### config.mk
export PLATFORM = sky130hd
export DESIGN_NAME = fft_out_serializer
export DESIGN_NICKNAME = d
export VERILOG_FILES = /design/src/rtl/fft_pkg.sv /design/src/rtl/fft_frame_buf.sv /design/src/rtl/fft_out_serializer.sv
export SDC_FILE = /design/constraint.sdc
export NUM_CORES = 1
export LEC_CHECK = 0
export CORE_MARGIN = 2
export CORE_UTILIZATION = 25
export CTS_BUF_LIST = sky130_fd_sc_hd__clkbuf_8
export DETAILED_ROUTE_END_ITERATION = 12
export DONT_BUFFER_PORTS = 1
export GPL_ROUTABILITY_DRIVEN = 1
export MAX_ROUTING_LAYER = met4
export PLACE_DENSITY = 0.4
export SYNTH_ARGS = -nofsm -noshare
export SYNTH_HDL_FRONTEND = slang
export SYNTH_SLANG_ARGS = --single-unit
### constraint.sdc
create_clock -name clk -period 4.5 [get_ports clk]
set_input_delay 0.675 -clock clk [delete_from_list [all_inputs] [get_ports clk]]
set_output_delay 0.675 -clock clk [all_outputs]
set_load 0.1 [all_outputs]
### src/rtl/fft_pkg.sv
// Shared FFT geometry, serializer state type and bin-index bit reversal.
// Pure definitions: no logic, no latency, no flow control.
package fft_pkg;

  localparam int FFT_N     = 8;
  localparam int FFT_LOG2N = 3;

  typedef enum logic {
    ST_IDLE   = 1'b0,
    ST_STREAM = 1'b1
  } ser_state_e;

  function automatic logic [FFT_LOG2N-1:0] bitrev(input logic [FFT_LOG2N-1:0] k);
    logic [FFT_LOG2N-1:0] r;
    for (int b = 0; b < FFT_LOG2N; b++) begin
      r[b] = k[FFT_LOG2N-1-b];
    end
    return r;
  endfunction

endpackage

### src/rtl/fft_frame_buf.sv
// One frame bank: FFT_N x DATA_W registers, whole-frame write on wr_en_i, indexed read.
// Write lands at the next edge; read is combinational; no flow control of its own.
module fft_frame_buf
  import fft_pkg::*;
#(
  parameter int DATA_W = 8
) (
  input  logic                           clk,
  input  logic                           wr_en_i,
  input  logic [FFT_N-1:0][DATA_W-1:0]   wr_frame_i,
  input  logic [FFT_LOG2N-1:0]           rd_addr_i,
  output logic [DATA_W-1:0]              rd_data_o
);

  logic [FFT_N-1:0][DATA_W-1:0] mem_q;

  // Storage is deliberately left unreset; the full flags in the parent decide validity.
  always_ff @(posedge clk) begin
    if (wr_en_i) begin
      mem_q <= wr_frame_i;
    end
  end

  assign rd_data_o = mem_q[rd_addr_i];

endmodule

### src/rtl/fft_out_serializer.sv
// Ping/pong buffered parallel-to-serial FFT output, 1-cycle accept-to-first-sample, no bubble
// between queued frames; frame_ready is registered. Define FFT_SER_BITREV_EN for natural bin order.
module fft_out_serializer
  import fft_pkg::*;
#(
  parameter int DATA_W = 8
) (
  input  logic              clk,
  input  logic              rst,
  input  logic [DATA_W-1:0] in1,
  input  logic [DATA_W-1:0] in2,
  input  logic [DATA_W-1:0] in3,
  input  logic [DATA_W-1:0] in4,
  input  logic [DATA_W-1:0] in5,
  input  logic [DATA_W-1:0] in6,
  input  logic [DATA_W-1:0] in7,
  input  logic [DATA_W-1:0] in8,
  input  logic              frame_valid,
  output logic              frame_ready,
  output logic [DATA_W-1:0] out_data,
  output logic [2:0]        out_index,
  output logic              out_valid,
  output logic              out_last,
  input  logic              out_ready
);

  localparam logic [FFT_LOG2N-1:0] LAST_IDX = FFT_LOG2N'(FFT_N - 1);

  ser_state_e state_q, state_d;
  logic [1:0] full_q, full_d;
  logic       wr_sel_q, wr_sel_d;
  logic       rd_sel_q, rd_sel_d;
  logic [FFT_LOG2N-1:0] idx_q, idx_d;

  logic accept;
  logic beat;
  logic last_beat;
  logic streaming;

  logic [FFT_N-1:0][DATA_W-1:0] frame_in;
  logic [FFT_LOG2N-1:0]         rd_addr;
  logic [DATA_W-1:0]            ping_dat;
  logic [DATA_W-1:0]            pong_dat;

  assign frame_in = {in8, in7, in6, in5, in4, in3, in2, in1};

`ifdef FFT_SER_BITREV_EN
  assign rd_addr = bitrev(idx_q);
`else
  assign rd_addr = idx_q;
`endif

  fft_frame_buf #(.DATA_W(DATA_W)) u_ping (
    .clk        (clk),
    .wr_en_i    (accept && !wr_sel_q),
    .wr_frame_i (frame_in),
    .rd_addr_i  (rd_addr),
    .rd_data_o  (ping_dat)
  );

  fft_frame_buf #(.DATA_W(DATA_W)) u_pong (
    .clk        (clk),
    .wr_en_i    (accept && wr_sel_q),
    .wr_frame_i (frame_in),
    .rd_addr_i  (rd_addr),
    .rd_data_o  (pong_dat)
  );

  assign streaming   = (state_q == ST_STREAM);
  assign frame_ready = ~(full_q[0] & full_q[1]);
  assign accept      = frame_valid & frame_ready;
  assign beat        = streaming & out_ready;
  assign last_beat   = beat & (idx_q == LAST_IDX);

  // Buffers fill and drain in strict alternation, so wr_sel always names an empty bank
  // whenever frame_ready is high, and accept/release never touch the same bank.
  always_comb begin
    full_d   = full_q;
    wr_sel_d = wr_sel_q;
    rd_sel_d = rd_sel_q;
    idx_d    = idx_q;
    state_d  = state_q;

    if (accept) begin
      full_d[wr_sel_q] = 1'b1;
      wr_sel_d         = ~wr_sel_q;
    end

    if (beat) begin
      idx_d = idx_q + 1'b1;
    end

    if (last_beat) begin
      full_d[rd_sel_q] = 1'b0;
      rd_sel_d         = ~rd_sel_q;
    end

    // Next-state looks at full_d so a frame accepted on the same edge starts without a bubble.
    case (state_q)
      ST_IDLE: begin
        if (full_d[rd_sel_q]) begin
          state_d = ST_STREAM;
        end
      end
      ST_STREAM: begin
        if (last_beat) begin
          state_d = full_d[~rd_sel_q] ? ST_STREAM : ST_IDLE;
        end
      end
      default: state_d = ST_IDLE;
    endcase
  end

  always_ff @(posedge clk) begin
    if (rst) begin
      state_q <= ST_IDLE;
    end else begin
      state_q <= state_d;
    end
  end

  always_ff @(posedge clk) begin
    if (rst) begin
      full_q   <= 2'b00;
      wr_sel_q <= 1'b0;
      rd_sel_q <= 1'b0;
      idx_q    <= '0;
    end else begin
      full_q   <= full_d;
      wr_sel_q <= wr_sel_d;
      rd_sel_q <= rd_sel_d;
      idx_q    <= idx_d;
    end
  end

  assign out_valid = streaming;
  assign out_index = idx_q;
  assign out_last  = streaming & (idx_q == LAST_IDX);
  assign out_data  = streaming ? (rd_sel_q ? pong_dat : ping_dat) : '0;

endmodule

==> results.yml <==
outcome:
  status: "finished clean"
layout:
  final_util: 0.2920
  final_nets: 386
  area_growth_pct: 14.42
  drive_gt1_frac: 0.1702
  num_antenna_cells: 0
  final.fill_count: 2087
  register_area_um2: 4010
  multi_input_area_um2: 1284
clocking:
  clk_path_buf_depth: 2
  tritoncts: "built"
  cts_made_buffers: 17
  cts.clk_slew.worst_paths_ps: 80
  postCtsSetupBuffers: 0
  cts_hold_buf: 0
  cts-resized-gates: 0
  cts_sinks: 136
  cts-root-buf: "clkbuf_8"
  cts_max_level: 4
  clock_latency_ps: 440
setup_path:
  required_ps: 3830
  path_class: "flip-flop to primary output"
  rr_worst_depth: 4
  worstPathCellList: "mux4_1, nand2b_1, nand3_1, o31ai_4, buf_4"
  start_kind: "flip-flop"
  cp-end-kind: "primary output"
  cpLargestDelayFamily: "flip-flops"
  path_max_fanout: 47
  arrival_ps: 2650
  max_stage_delay_ps: 890
  worstSetupPathDepth: 5
  crit_slowest_cell: "dfxtp_4"
  crit_buf_inv: 1
routing:
  via_count: 2618
  wirelength_um: 11970
  wire_per_inst_um: 19.81
  route.detailed.drc: 0
  viasPerCell: 4.334
  drt_iter0_markers: 114
  antenna_left: 0
  drt-pass1-iter-count: 4
synth:
  ys_ff_latch: 136
  synth_warnings: 0
  syn_inst: 296
  synth_fp_nets: 366
  synth_edf_count: 128
  seq_area_frac_synth: 0.7440
  synthFlopType: "edfxtp_1"
  async_flop_share: 0
  synth.distinct_cells: 32
  syn_area_per_cell_um2: 18.18
  synth_area_um2: 5381
hold_path:
  whs_path_depth: 1
  hold_class: "input port to flip-flop"
pwr:
  p_per_area_nw_per_um2: 447.4
  max-vdd-ir-drop_mv: 0.2180
  finalPower_mw: 2.755
  leakage_nw: 1.963
global_route:
  grt_pass1_wl_um: 17930
  grt.total_usage: 0.1165
  grt_max_degree: 65
  antenna_found_initial: 0
  grt_pass1_vias: 2851
  overflow: 0
timing:
  rsz0062_at_grt: "no"
  fmax_mhz: 300.4
  hold_violations: 0
  fin_crit_ps: 3329
  worstMarginPinSlew_ps: 984.0
  finalCritPeriodShare: 0.7397
  setup_viol: 0
  report.final.slew_viol_count: 0
  setup_tns_ps: 0
  skew_ps: 11.82
  max_slew_margin: 0.3416
floorplanning:
  num_rows: 53
  start_util: 0.2552
  dieArea_um2: 22720
  pin_count: 82
  core-area_um2: 21090
  die_h_um: 150.7
  die_w_um: 150.7
place:
  port_buffers: 0
  hpwlAfterDp_um: 7736
  gp_congestion: 0.7078
flow_run:
  maxCapViolations: 0
## placed cells by master, fill, tap and decap left out, types with 3 or more instances in the layout
| cell | instances |
|---|---|
| edfxtp_1 | 128 |
| mux2i_1 | 46 |
| a22oi_1 | 22 |
| buf_4 | 18 |
| clkbuf_8 | 17 |
| nand2_1 | 14 |
| mux4_1 | 8 |
| o211ai_1 | 7 |
| o21ai_2 | 7 |
| clkinv_1 | 7 |
| nor2_1 | 5 |
| dfxtp_1 | 5 |
| nand3_1 | 4 |
| inv_1 | 4 |
| a21oi_1 | 4 |
| and2_1 | 3 |
| nor2b_1 | 3 |
| bufinv_16 | 3 |
## synthesized netlist by cell type (all sizes together) (3+ instances only)
library cell	number	area share
a22oi	22	0.031
mux4	9	0.043
and2	3	0.0035
a21oi	4	0.0037
mux2i	46	0.086
clkbuf	3	0.0021
edfxtp	128	0.71
nand3	4	0.0037
o211ai	7	0.0098
o21ai	7	0.0065
dfxtp	8	0.030
nor2b	3	0.0035
buf	14	0.024
nand2	14	0.0098
nor2	7	0.0049
## through the flow
| step | area (µm²) | setup WS (ps) | std cells | hold slack, ps |
|---|---|---|---|---|
| 3_3_place_gp | 5781 | 1562 | 572 | 572.6 |
| 5_1_grt | 6157 | 976.1 | 604 | 259.1 |
| 4_1_cts | 6157 | 1080 | 604 | 261.0 |
| 6_report | 6157 | 1171 | 604 | 295.6 |
| 2_1_floorplan | 5386 | 104.9 | 296 | 543.3 |
| 3_5_place_dp | 5781 | 1586 | 572 | 572.1 |
## per-layer routing
layer | vias up | share of wire | track usage
li1 | 1224 | - | -
met1 | 1311 | 0.45 | 0.1447
met2 | 72 | 0.44 | 0.1668
met4 | 0 | 0.013 | 0.04206
met3 | 11 | 0.089 | 0.05364
met5 | - | 0 | -
## power breakdown
| part | switching [mW] | internal (mW) | leakage (nW) |
|---|---|---|---|
| registers | 0.0398 | 1.48 | 1.27 |
| logic | 0.181 | 0.0809 | 0.497 |
| clock network | 0.445 | 0.529 | 0.198 |
| total | 0.666 | 2.09 | 1.96 |
## state kept, by name (all words and copies together), names as in the netlist
signal,count
out_valid,1
wr_sel_q,1
out_index,3
u_pong.mem_q,64
u_ping.mem_q,64
rd_sel_q,1
full_q,2
## logic make-up (layout without fill, tap and decap cells)
family          count (synthesis)  count (layout)  share of synthesized area
compound gates                 46              46                    0.05999
mux                            55              55                     0.1288
flops                         136             136                     0.7440
simple gates                   35              35                    0.02999
buf+inv                        19              52                    0.02767
fa+ha+maj                       2               2                   0.004649
xor+xnor                        3               3                   0.004883
## layout make-up
class	count	area share
timing repair buffer	18	0.02195
sequential	136	0.6513
multi-input combinational	141	0.2085
clock buffer	17	0.03800
clock inverter	15	0.02317
inverter	2	0.001219
tap	275	0.05588
## path summary, 6_finish.rpt
| kind | startpoint | end | slack (ps) |
|---|---|---|---|
| max | out_index[0] | out_data[0] | 1170 |
| min | rst | out_index[2] | 300 |
| max reg2reg | full_q[0] | u_pong.mem_q[22] | 1820 |
| min reg2reg | rd_sel_q | full_q[0] | 590 |
## worst register-to-register path, cell delays in order (launching register included)
cell,delay [ps]
dfxtp_1,310
nand2_1,700
nand2_1,360
nor2_4,150
buf_4,650
Power figures use the tool's default switching activity.
